===== config.mk =====
export PLATFORM = sky130hd
export DESIGN_NAME = muldiv_unit
export DESIGN_NICKNAME = d
export VERILOG_FILES = /design/src/rtl/muldiv_unit.sv
export SDC_FILE = /design/constraint.sdc
export NUM_CORES = 1
export LEC_CHECK = 0
export BUFFER_PORTS_ARGS = -buffer_cell sky130_fd_sc_hd__clkbuf_2
export CAP_MARGIN = 20
export CORE_MARGIN = 4
export CORE_UTILIZATION = 61
export CTS_CLUSTER_SIZE = 30
export DETAILED_ROUTE_END_ITERATION = 6
export GPL_TIMING_DRIVEN = 0
export PLACE_DENSITY = 0.86
export SLEW_MARGIN = 40
export SYNTH_ARGS = -nofsm -noshare
export SYNTH_HDL_FRONTEND = slang
export SYNTH_SLANG_ARGS = --single-unit

===== constraint.sdc =====
create_clock -name clk -period 4 [get_ports clk]
set_input_delay 0.6 -clock clk [delete_from_list [all_inputs] [get_ports clk]]
set_output_delay 0.6 -clock clk [all_outputs]
set_load 0.01 [all_outputs]

===== src/rtl/muldiv_unit.sv =====
// muldiv_unit: iterative HI/LO multiply/divide unit (mult, multu, div, divu, mthi, mtlo).
// One shift-add or restoring-divide step per cycle on operand magnitudes, then a sign fix.
module muldiv_unit #(
   parameter int WIDTH = 32
) (
   input  logic             clk,
   input  logic             reset,
   input  logic             start,
   input  logic [1:0]       op,
   input  logic [WIDTH-1:0] a,
   input  logic [WIDTH-1:0] b,
   input  logic             cancel,
   input  logic             wr_hi,
   input  logic             wr_lo,
   input  logic [WIDTH-1:0] wr_data,
   output logic             busy,
   output logic             done,
   output logic [WIDTH-1:0] hi,
   output logic [WIDTH-1:0] lo
);
   localparam int CW = $clog2(WIDTH);
   typedef enum logic [1:0] {IDLE, RUN, FIX} state_t;
   state_t             state_q, state_d;
   logic [CW-1:0]      cnt_q, cnt_d;
   logic [2*WIDTH-1:0] acc_q, acc_d, prod;
   logic [WIDTH-1:0]   opnd_q, opnd_d, hi_q, hi_d, lo_q, lo_d;
   logic [WIDTH-1:0]   mag_a, mag_b, rem_n, quo, rem;
   logic [WIDTH:0]     mul_sum, rem_s;
   logic               is_div_q, is_div_d, neg_quo_q, neg_quo_d, neg_rem_q, neg_rem_d;
   logic               dz_q, dz_d, done_q, done_d, sgn, ge;
   // acc holds {product_hi, multiplier} for multiply and {remainder, dividend/quotient} for divide
   always_comb begin
      sgn       = ~op[0];
      mag_a     = (sgn && a[WIDTH-1]) ? -a : a;
      mag_b     = (sgn && b[WIDTH-1]) ? -b : b;
      mul_sum   = {1'b0, acc_q[2*WIDTH-1:WIDTH]} + {1'b0, acc_q[0] ? opnd_q : {WIDTH{1'b0}}};
      rem_s     = {acc_q[2*WIDTH-1:WIDTH], acc_q[WIDTH-1]};
      ge        = rem_s >= {1'b0, opnd_q};
      rem_n     = ge ? rem_s[WIDTH-1:0] - opnd_q : rem_s[WIDTH-1:0];
      prod      = neg_quo_q ? -acc_q : acc_q;
      quo       = neg_quo_q ? -acc_q[WIDTH-1:0] : acc_q[WIDTH-1:0];
      rem       = neg_rem_q ? -acc_q[2*WIDTH-1:WIDTH] : acc_q[2*WIDTH-1:WIDTH];
      state_d   = state_q;
      cnt_d     = cnt_q;
      acc_d     = acc_q;
      opnd_d    = opnd_q;
      is_div_d  = is_div_q;
      neg_quo_d = neg_quo_q;
      neg_rem_d = neg_rem_q;
      dz_d      = dz_q;
      done_d    = 1'b0;
      hi_d      = wr_hi ? wr_data : hi_q;
      lo_d      = wr_lo ? wr_data : lo_q;
      if (cancel) begin
         state_d = IDLE;
      end else if (state_q == IDLE && start) begin
         state_d   = RUN;
         cnt_d     = '0;
         is_div_d  = op[1];
         neg_quo_d = sgn & (a[WIDTH-1] ^ b[WIDTH-1]);
         neg_rem_d = sgn & a[WIDTH-1];
         dz_d      = op[1] && b == '0;
         opnd_d    = op[1] ? mag_b : mag_a;
         acc_d     = {{WIDTH{1'b0}}, op[1] ? mag_a : mag_b};
      end else if (state_q == RUN) begin
         acc_d   = is_div_q ? {rem_n, acc_q[WIDTH-2:0], ge} : {mul_sum, acc_q[WIDTH-1:1]};
         cnt_d   = cnt_q + CW'(1);
         state_d = (cnt_q == CW'(WIDTH-1)) ? FIX : RUN;
      end else if (state_q == FIX) begin
         state_d = IDLE;
         done_d  = 1'b1;
         hi_d    = is_div_q ? rem : prod[2*WIDTH-1:WIDTH];
         lo_d    = is_div_q ? (dz_q ? {WIDTH{1'b1}} : quo) : prod[WIDTH-1:0];
      end
   end
   always_ff @(posedge clk) begin
      if (reset) begin
         state_q   <= IDLE;
         cnt_q     <= '0;
         acc_q     <= '0;
         opnd_q    <= '0;
         is_div_q  <= 1'b0;
         neg_quo_q <= 1'b0;
         neg_rem_q <= 1'b0;
         dz_q      <= 1'b0;
         done_q    <= 1'b0;
         hi_q      <= '0;
         lo_q      <= '0;
      end else begin
         state_q   <= state_d;
         cnt_q     <= cnt_d;
         acc_q     <= acc_d;
         opnd_q    <= opnd_d;
         is_div_q  <= is_div_d;
         neg_quo_q <= neg_quo_d;
         neg_rem_q <= neg_rem_d;
         dz_q      <= dz_d;
         done_q    <= done_d;
         hi_q      <= hi_d;
         lo_q      <= lo_d;
      end
   end
   assign busy = state_q != IDLE;
   assign done = done_q;
   assign hi   = hi_q;
   assign lo   = lo_q;
endmodule

==> run metrics, run 1 <==
Post-Synth Adder-Cell Area 0.0645; unrepaired setup endpoints after global routing false; Die Wd approximately 160 um; Hold Vio Cnt, Final 0; Num CTS Buffers 17; worst r2r src acc_q[0]$_SDFFE_PP0P_; Max Fclk 0.259 GHz; number of library cell types mapped by synthesis 80; Worst-Margin Slew 823 ps; drt wl/cell approximately 22 um; failing checks design-rule violations; Slew Limit Fails 0; Tot GR Track Use 0.393; Net Count, Synth about 2100; Post-Syn Area per Cell ~7.6 sq um; HP Start opnd_q[30]$_SDFFE_PP0P_; Worst R2R Path Depth 13; cell chain of the critical path clkinvlp_4, buf_4, clkbuf_1, ha_1, inv_1, nor4_1, nand3_1, a211o_1, a21oi_1, a21oi_1, xor2_1, nor2_1, a211oi_1; yosys warns 0; Worst Hold End opnd_q[30]$_SDFFE_PP0P_; Min Hold Slack roughly 450 ps; CP max stage cell clkbuf_1; row cnt 56; Reg-to-Reg End hi[18]$_SDFF_PP0_; CORE AREA about 24000 sq um; DRT iter0 DRCs approximately 2300; clock root buffer master clkbuf_16; endpoint class of the critical path flip-flop; maxcap violations 0; total gr overflow 0; Post-Route Utilization 0.707; vias in the first global route ~15000; Crit path top cell by count a21oi_1; Hold Path Stages 2; final worst path period share 0.966; final worst setup slack approximately 140 ps; Seq/Total Area, Yosys 0.233; TritonRoute pass-1 iters 7; TritonCTS clock tree yes; post-synthesis compound-gate area fraction 0.270; vias per inst between 6 and 7; Crit path largest cell delay approximately 500 ps; # IOs between 150 and 200; clk sink count between 150 and 200; HPWL after DPL approximately 43000 um; relative slew slack 0.451; static leakage 7.06 nW; Inserted Diodes 0; antenna viol nets, final 0; number of flops mapped to enable cells by yosys 0; Most used DFF post-synth dfxtp_1; initial core utilization 0.625; port bufs between 150 and 200; Setup-failing EPs final 0; status finished, violations left; mux cell area share after synthesis 0.0875; first-pass GRT wire length just over 80000 um; Longest Clk Path Bufs 2; worst skew pair latency 450 ps; Hold Crit Class reg2reg; Die Y approximately 160 um; R2R setup slack roughly 140 ps; Synth Register Bits 172; Fin Setup TNS 0 ps; Synth Instances 1947; Pwr Density 302 nW/um^2; Max Fanout on Critical Path 10; Layout area overhead 13.2%; drt total wl approximately 55000 um; die area ~27000 sq um; post-layout minimum cycle time between 3000 and 4000 ps; Worst VDD drop around 240 uV; largest family of logic cells by synthesized area compound AO/OA/AOI/OAI gates; RePlAce Congestion roughly 1.1; Synth Area in XOR/XNOR 0.104; initial antenna violation count 1; Required @ worst endpoint 4310 ps; Final nets roughly 2300; worst path arrival time roughly 4200 ps; Via Count around 16000; mapped cell area around 15000 sq um; share of post-route cells with drive strength above 1 0.115; ys async rst share 0; Synth Area in Simple Gates 0.185; Setup Crit Path Kind reg2reg; H-tree Lvls 4; skew final between 10 and 15 ps; Tot Pwr 5.05 mW; clock slew at reported path FFs 80 ps; pin count of the biggest net entering global routing 23; Worst Setup Start Kind flip-flop; DP Worst Slack -55.4 ps; drt drc 5
## cell type report
type | count | area [sq um]
sequential | 172 | 3440
clock inverter | 15 | 216
timing repair buffer | 170 | 858
fill | 2023 | 6940
inverter | 70 | 267
multi-input combinational | 1563 | 10600
clock buffer | 17 | 425
buffer | 142 | 574
tap | 319 | 399
## worst max-delay path by stage
| stage | endpoint | depth (start not counted) | start | slack [ps] |
|---|---|---|---|---|
| final | hi[18]$_SDFF_PP0_ | 13 | acc_q[0]$_SDFFE_PP0P_ | 140 |
| after floorplan | acc_q[60]$_SDFFE_PP0P_ | 13 | acc_q[0]$_SDFFE_PP0P_ | 1010 |
| after global routing | acc_q[62]$_SDFFE_PP0P_ | 13 | acc_q[31]$_SDFFE_PP0P_ | 20 |
| after CTS | acc_q[59]$_SDFFE_PP0P_ | 14 | acc_q[0]$_SDFFE_PP0P_ | 30 |
| after global placement | acc_q[59]$_SDFFE_PP0P_ | 14 | acc_q[0]$_SDFFE_PP0P_ | -40 |
| after detailed placement | acc_q[59]$_SDFFE_PP0P_ | 14 | acc_q[0]$_SDFFE_PP0P_ | -60 |
## routing by layer
metal,share of wire,GRT usage,up-vias
met4,0.062,0.212,2
met3,0.12,0.0826,195
met2,0.42,0.605,1125
met1,0.40,0.517,7478
li1,-,-,7476
met5,0.00020,0,-
## metrics by stage
stage | std cells | area [sq um]
floorplan | 1947 | 14800
global placement | 2431 | 16000
detailed placement | 2433 | 16000
CTS | 2465 | 16700
global route | 2468 | 16700
finish | 2468 | 16700
## flip-flops by register name, indices dropped and copies added (netlist names)
register and count:
acc_q 64, state_q 2, lo 32, neg_rem_q 1, neg_quo_q 1, is_div_q 1
dz_q 1, done 1, cnt_q 5, hi 32, opnd_q 32
## layout by cell type, fill, tap and decap left out, types with 11 or more instances in the layout
master     netlist  layout
or3_1           11      11
and3_1          13      13
o21bai_1        12      12
ha_1            73      73
o22ai_1         13      13
mux2i_1        127     127
xor2_1          81      81
nor2_1         202     201
xnor2_1         95      95
inv_1           68      68
nand3_1         28      28
a21oi_1        139     138
nand2b_1        16      16
a221oi_1        34      34
clkbuf_1       121     120
nor3_1          45      45
a22oi_1         13      13
dfxtp_1        172     171
nand2_1        162     162
or4_1           14      14
o41ai_1         16      16
buf_1           11      11
nor2b_1         23      23
o211ai_1        27      27
o21ai_1         10      11
clkbuf_2         1     167
a21o_1          37      37
clkbuf_16        0      17
o31ai_1         26      26
a211oi_1        65      62
o21ai_0        129     128
nand4_1         19      19
nor4_1          18      18
## cell families after synthesis
group / after synthesis
AND/OR/NAND/NOR: 580
XOR/XNOR: 176
buffers and inverters: 212
adder cells (fa/ha/maj): 75
flip-flops: 172
multiplexers: 129
AO/OA/AOI/OAI: 603
## critical path: cells and delay by family, from the launching register on
kind	cells	cell delay, ps
compound gates	4	920
xor+xnor	1	170
fa+ha+maj	1	300
buf+inv	4	860
flops	1	370
simple gates	3	1090
## report_power, final
| group | internal [mW] | total, mW | switching, mW |
|---|---|---|---|
| Combinational | 0.517 | 1.41 | 0.892 |
| Sequential | 1.80 | 1.87 | 0.0715 |
| Clock | 0.876 | 1.78 | 0.899 |
## synth_stat cells (16+ instances only)
library cell    n  share of area
clkbuf_1      121          0.031
o31ai_1        26          0.013
dfxtp_1       172           0.23
ha_1           73          0.062
nand2_1       162          0.041
o41ai_1        16         0.0095
xor2_1         81          0.048
a21o_1         37          0.019
a211oi_1       65          0.033
o211ai_1       27          0.014
nor4_1         18         0.0076
o21ai_0       129          0.044
nor3_1         45          0.015
nand3_1        28         0.0095
nor2b_1        23         0.0097
nand2b_1       16         0.0068
inv_1          68          0.017
nor2_1        202          0.051
a221oi_1       34          0.020
nand4_1        19         0.0080
mux2i_1       127          0.086
xnor2_1        95          0.056
a21oi_1       139          0.047
## timing repair
item | CTS | global route
resized for setup | 3 | 9
setup endpoints to repair | 3 | 7
setup buffers | 0 | 3
hold buffers | 0 | 0
No activity file was read; power rests on OpenSTA's default activity.
==> inputs of run 2 (changes only) <==
--- a/config.mk
+++ b/config.mk
@@ -6,13 +6,14 @@
 export NUM_CORES = 1
 export LEC_CHECK = 0
 export BUFFER_PORTS_ARGS = -buffer_cell sky130_fd_sc_hd__clkbuf_2
-export CAP_MARGIN = 20
+export CAP_MARGIN = 5
 export CORE_MARGIN = 4
-export CORE_UTILIZATION = 61
+export CORE_UTILIZATION = 62
+export CTS_BUF_LIST = sky130_fd_sc_hd__clkbuf_4
 export CTS_CLUSTER_SIZE = 30
 export DETAILED_ROUTE_END_ITERATION = 6
 export GPL_TIMING_DRIVEN = 0
-export PLACE_DENSITY = 0.86
+export PLACE_DENSITY = 0.84
 export SLEW_MARGIN = 40
 export SYNTH_ARGS = -nofsm -noshare
 export SYNTH_HDL_FRONTEND = slang
==> run metrics, run 2 (synthesis gave the netlist of run 1 again) <==
Final Cell Area 16400 sq um (-2.0%); final worst path period share 0.947 (-0.0188); status complete, no violations; most frequent cells in the layout 202 x nor2_1, 172 x dfxtp_1, 167 x clkbuf_2, 162 x nand2_1, 138 x a21oi_1; Post-Layout Cell Count 2465 (-0.12%); clk sink count 172 (unchanged); Seq pwr share 0.426 (+0.056); placed inst area 16000 sq um (about the same); row cnt 56 (unchanged); HPWL after DPL 43500 um (+0.85%); maxcap violations 0 (unchanged); port bufs 165 (unchanged); CORE AREA 23500 sq um (-0.89%); total gr overflow 0 (unchanged); Hold Vio Cnt, Final 0 (unchanged); Net Sw Frac 0.401 (+0.0321); Num CTS Buffers 17 (unchanged); skew final 42.8 ps (+28.0 ps); Longest Clk Path Bufs 2 (unchanged); first-pass GRT wire length 82500 um (-0.27%); vias in the first global route 14900 (-0.50%); commonest non-fill, non-tap cell in the layout nor2_1; Hold Crit Class in2reg; Net Switching 1.76 mW (-5.5%); area occupied by multi-input gates 10600 sq um (about the same); H-tree Lvls 4 (unchanged); vias per inst 6.57 (-0.34%); initial core utilization 0.630 (+0.00559); drt total wl 54300 um (-0.79%); Reg with most FFs acc_q; Worst VDD drop 182 uV (-24%); max reg flops 64 (unchanged); Max Fclk 0.264 GHz (+2.0%); DRT iter0 DRCs 1985 (-13%); RePlAce Congestion 1.06 (-0.43%); Final nets 2311 (-0.17%); Slew Limit Fails 0 (unchanged); Internal 2.63 mW (-18%); share of post-route cells with drive strength above 1 0.114 (-0.00165); Fillers 2034 (+0.54%); Setup-failing EPs final 0 (unchanged); TritonRoute pass-1 iters 5 (-2); Required @ worst endpoint 4510 ps (+200 ps); # IOs 170 (unchanged); Setup Crit Path Kind reg2reg; Die Wd 162 um (-0.77%); static leakage 6.90 nW (-2.3%); DP Worst Slack -6.43 ps (+49.0 ps); Layout area overhead 10.9%; relative slew slack 0.453 (+0.00193); storage element area 3440 sq um (about the same); clock power share 0.256 (-0.095); drt drc 0 (-5); worst path arrival time 4300 ps (+130 ps); Die Y 162 um (-0.77%); clock root buffer master clkbuf_4; Tot GR Track Use 0.396 (+0.00319); pin count of the biggest net entering global routing 22 (-4.3%); Worst Setup Start Kind flip-flop; drt wl/cell 22.0 um (-0.67%); combinational share of power 0.317 (+0.038); endpoint class of the critical path flip-flop; Placed Instances 2432 (-0.041%); clock slew at reported path FFs 200 ps (+120 ps); TritonCTS clock tree yes; worst skew pair latency 630 ps (+180 ps); post-layout minimum cycle time 3790 ps (-75.3 ps); antenna viol nets, final 0 (unchanged); hold_buf cts 0 (unchanged); Pwr Density 268 nW/um^2 (-11%); Via Count 16200 (-0.46%); Worst-Margin Slew 820 ps (-2.89 ps); initial antenna violation count 2 (+1); die area 26400 sq um (-1.5%); Max Fanout on Critical Path 10 (unchanged); final worst setup slack 210 ps (+75.2 ps)
## run 2: area by class of cell
type | instances | share of cell area
tap | 319 | 0.0243
clock inverter | 15 | 0.0124
antenna | 1 | 0.000153
sequential | 172 | 0.210
clock buffer | 17 | 0.00778
inverter | 70 | 0.0162
buffer | 142 | 0.0350
timing repair buffer | 166 | 0.0507
multi-input combinational | 1563 | 0.643
## run 2: routing by layer
metal,GRT usage,up-vias,routed length [um]
met5,0,-,15
met2,0.610,1021,23000
met3,0.0997,196,6130
met4,0.210,2,3310
met1,0.512,7496,21800
li1,-,7486,-
## run 2: stage by stage
step	hold slack, ps	TNS, ps	power (mW)	utilization
after floorplan	416	0	2.80	-
after global placement	431	0	3.22	0.682
after detailed placement	436	-6.43	3.24	0.683
after CTS	291	0	4.32	0.697
after global routing	300	-31.1	4.56	0.699
final	294	0	4.39	0.699
## run 2: final timing paths
kind / start / end / slack [ps] / depth (start not counted)
worst max-delay path: acc_q[0]$_SDFFE_PP0P_ / acc_q[60]$_SDFFE_PP0P_ / 210 / 13
worst min-delay path: wr_data[14] / hi[14]$_SDFF_PP0_ / 290 / 3
worst max register to register: acc_q[0]$_SDFFE_PP0P_ / acc_q[60]$_SDFFE_PP0P_ / 210 / 13
worst min register to register: opnd_q[30]$_SDFFE_PP0P_ / opnd_q[30]$_SDFFE_PP0P_ / 460 / 2
## run 2: critical path, stage by stage, from the launching register on
cell,delay [ps]
dfxtp_1,490
clkinvlp_4,280
clkbuf_1,320
nor2_1,160
ha_1,280
a21o_1,200
or3_1,320
o211a_1,260
a21oi_1,340
o31a_1,300
o31ai_1,130
xor2_1,160
a222oi_1,310
o21ai_0,120
## run 2: power by group through the flow
stage	sequential (mW)	clock [mW]	combinational [mW]
6_report	1.87	1.13	1.39
5_1_grt	1.88	1.18	1.50
4_1_cts	1.87	1.11	1.35
3_5_place_dp	1.90	0	1.34
3_3_place_gp	1.90	0	1.32
2_1_floorplan	1.90	0	0.900
## run 2: what timing repair did
item	CTS	global route
setup endpoints to repair	1	14
buffers inserted	0	0
gates resized for setup	1	10
==> inputs of run 3 (changes only) <==
--- a/config.mk
+++ b/config.mk
@@ -7,7 +7,7 @@
 export LEC_CHECK = 0
 export BUFFER_PORTS_ARGS = -buffer_cell sky130_fd_sc_hd__clkbuf_2
 export CAP_MARGIN = 5
-export CORE_MARGIN = 4
+export CORE_MARGIN = 2
 export CORE_UTILIZATION = 62
 export CTS_BUF_LIST = sky130_fd_sc_hd__clkbuf_4
 export CTS_CLUSTER_SIZE = 30
==> run metrics, run 3 (synthesis gave the netlist of run 1 again) <==
status finished, violations left; failing checks design-rule violations; die area 25100 sq um (-4.9%); hold_buf cts 0 (unchanged); Pwr Density 272 nW/um^2 (+1.6%); share of post-route cells with drive strength above 1 0.116 (+0.00233); Max Fclk 0.262 GHz (-0.81%); setup bufs post-CTS 0 (unchanged); Max Fanout on Critical Path 10 (unchanged); Crit path largest cell delay 510 ps (+20 ps); storage element area 3440 sq um (unchanged); initial antenna violation count 1 (-1); Crit path top cell by count a21o_1; CP max stage cell a311oi_1; Reg-to-Reg End acc_q[62]$_SDFFE_PP0P_; HPWL after DPL 44000 um (+1.0%); port bufs 165 (unchanged); clk sink count 172 (unchanged); worst r2r src acc_q[0]$_SDFFE_PP0P_; row cnt 56 (unchanged); total gr overflow 0 (unchanged); antenna viol nets, final 0 (unchanged); Hold Vio Cnt, Final 0 (unchanged); HP Start wr_data[13]; clock slew at reported path FFs 200 ps (about the same); skew final 42.7 ps (-0.0922 ps); vias per inst 6.65 (+1.2%); Setup-failing EPs final 0 (unchanged); # IOs 170 (unchanged); area occupied by multi-input gates 10600 sq um (+0.11%); worst path arrival time 4350 ps (+50 ps); Die Y 158 um (-2.5%); maxcap violations 0 (unchanged); Required @ worst endpoint 4530 ps (+20 ps); Fin Setup TNS 0 ps (unchanged); TritonRoute pass-1 iters 7 (+2); Final nets 2311 (unchanged); Num CTS Buffers 17 (unchanged); CP bufs+invs 3 (+1); Hold Crit Class in2reg; Worst-Margin Slew 807 ps (-13.6 ps); commonest non-fill, non-tap cell in the layout nor2_1; worst skew pair latency 640 ps (about the same); Longest Clk Path Bufs 2 (unchanged); Worst Hold End hi[13]$_SDFF_PP0_; Worst path top cell family by delay compound AO/OA/AOI/OAI gates; vias in the first global route 14800 (-0.56%); max reg flops 64 (unchanged); Min Hold Slack 282 ps (-12.9 ps); Die Wd 158 um (-2.5%); relative slew slack 0.462 (+0.00907); unrepaired setup endpoints after global routing true; DRT iter0 DRCs 2163 (+9.0%); Worst Setup Start Kind flip-flop; Slew Limit Fails 0 (unchanged); Tot GR Track Use 0.439 (+0.0424); Hold Path Stages 3 (unchanged); Post-Route Utilization 0.700 (+0.000906); post-layout minimum cycle time 3820 ps (+31.1 ps); Worst R2R Path Depth 14 (+1); Fillers 2037 (+0.15%); most frequent cells in the layout 200 x nor2_1, 172 x dfxtp_1, 169 x clkbuf_2, 162 x nand2_1, 138 x a21oi_1; H-tree Lvls 4 (unchanged); drt total wl 56000 um (+3.1%); cell chain of the critical path clkinv_2, clkbuf_2, nor2_1, ha_1, clkbuf_1, a21o_1, a21o_1, a21o_1, a311oi_1, o2111ai_1, nand2_1, xnor2_1, nor2_1, o41ai_1; drt drc 1 (+1); Via Count 16400 (+1.2%); TritonCTS clock tree yes; Setup Crit Path Kind reg2reg; CORE AREA 23500 sq um (unchanged); RePlAce Congestion 1.02 (-3.4%); Reg with most FFs acc_q; initial core utilization 0.630 (unchanged); R2R setup slack 180 ps (-30 ps); pin count of the biggest net entering global routing 23 (+4.5%); endpoint class of the critical path flip-flop; Worst VDD drop 185 uV (+1.4%); first-pass GRT wire length 83600 um (+1.3%); static leakage 6.90 nW (about the same); Layout area overhead 11.0%; clock root buffer master clkbuf_4; drt wl/cell 22.7 um (+3.1%); final worst path period share 0.955 (+0.00778)
-- run 3: worst register-to-register path: stages (launching register included) --
cell and delay, ps:
dfxtp_1 480, clkinv_2 220, clkbuf_2 290, nor2_1 160, ha_1 240, clkbuf_1 190
a21o_1 230, a21o_1 170, a21o_1 190, a311oi_1 510, o2111ai_1 300, nand2_1 220
xnor2_1 150, nor2_1 60, o41ai_1 300
-- run 3: how the worst max path moves through the flow --
stage | startpoint | end | cells past startpoint | slack (ps)
6_report | acc_q[0]$_SDFFE_PP0P_ | acc_q[62]$_SDFFE_PP0P_ | 14 | 180
3_3_place_gp | acc_q[0]$_SDFFE_PP0P_ | acc_q[61]$_SDFFE_PP0P_ | 11 | -400
5_1_grt | acc_q[0]$_SDFFE_PP0P_ | acc_q[59]$_SDFFE_PP0P_ | 14 | -10
3_5_place_dp | acc_q[0]$_SDFFE_PP0P_ | acc_q[59]$_SDFFE_PP0P_ | 12 | -260
2_1_floorplan | acc_q[0]$_SDFFE_PP0P_ | acc_q[60]$_SDFFE_PP0P_ | 13 | 1010
4_1_cts | acc_q[0]$_SDFFE_PP0P_ | acc_q[59]$_SDFFE_PP0P_ | 14 | 90
-- run 3: routing by layer --
metal | vias up | wire [um] | global-route usage | part of all wire
met1 | 7644 | 22700 | 0.566 | 0.40
met4 | 0 | 3410 | 0.237 | 0.061
met5 | - | 0 | 0 | 0
met3 | 209 | 6610 | 0.130 | 0.12
met2 | 1087 | 23300 | 0.659 | 0.42
li1 | 7457 | - | - | -
-- run 3: area by class of cell --
| cell class | count | area share |
|---|---|---|
| Antenna cell | 1 | 0.000152 |
| Buffer | 142 | 0.0351 |
| Clock buffer | 17 | 0.00777 |
| Clock inverter | 15 | 0.0130 |
| Inverter | 70 | 0.0161 |
| Multi-Input combinational cell | 1563 | 0.643 |
| Sequential cell | 172 | 0.210 |
| Tap cell | 319 | 0.0243 |
| Timing Repair Buffer | 166 | 0.0506 |
-- run 3: repair_timing --
item / 4_1_cts / 5_1_grt
endpoints found under the setup margin: 4 / 7
gates resized for setup: 3 / 11
endpoints found under the hold margin: 0 / 0
-- run 3: metrics by stage --
stage	area, sq um	worst slack [ps]	cells	power [mW]
floorplan	14800	1010	1947	2.80
global placement	16000	-400	2431	3.21
detailed placement	16000	-259	2432	3.24
CTS	16400	85.7	2464	4.37
global route	16400	-12.5	2465	4.62
finish	16400	179	2465	4.47
-- run 3: report_power, final --
group	switching, mW	internal [mW]
Combinational	0.889	0.516
Sequential	0.0713	1.80
Clock	0.862	0.329
Total	1.82	2.65
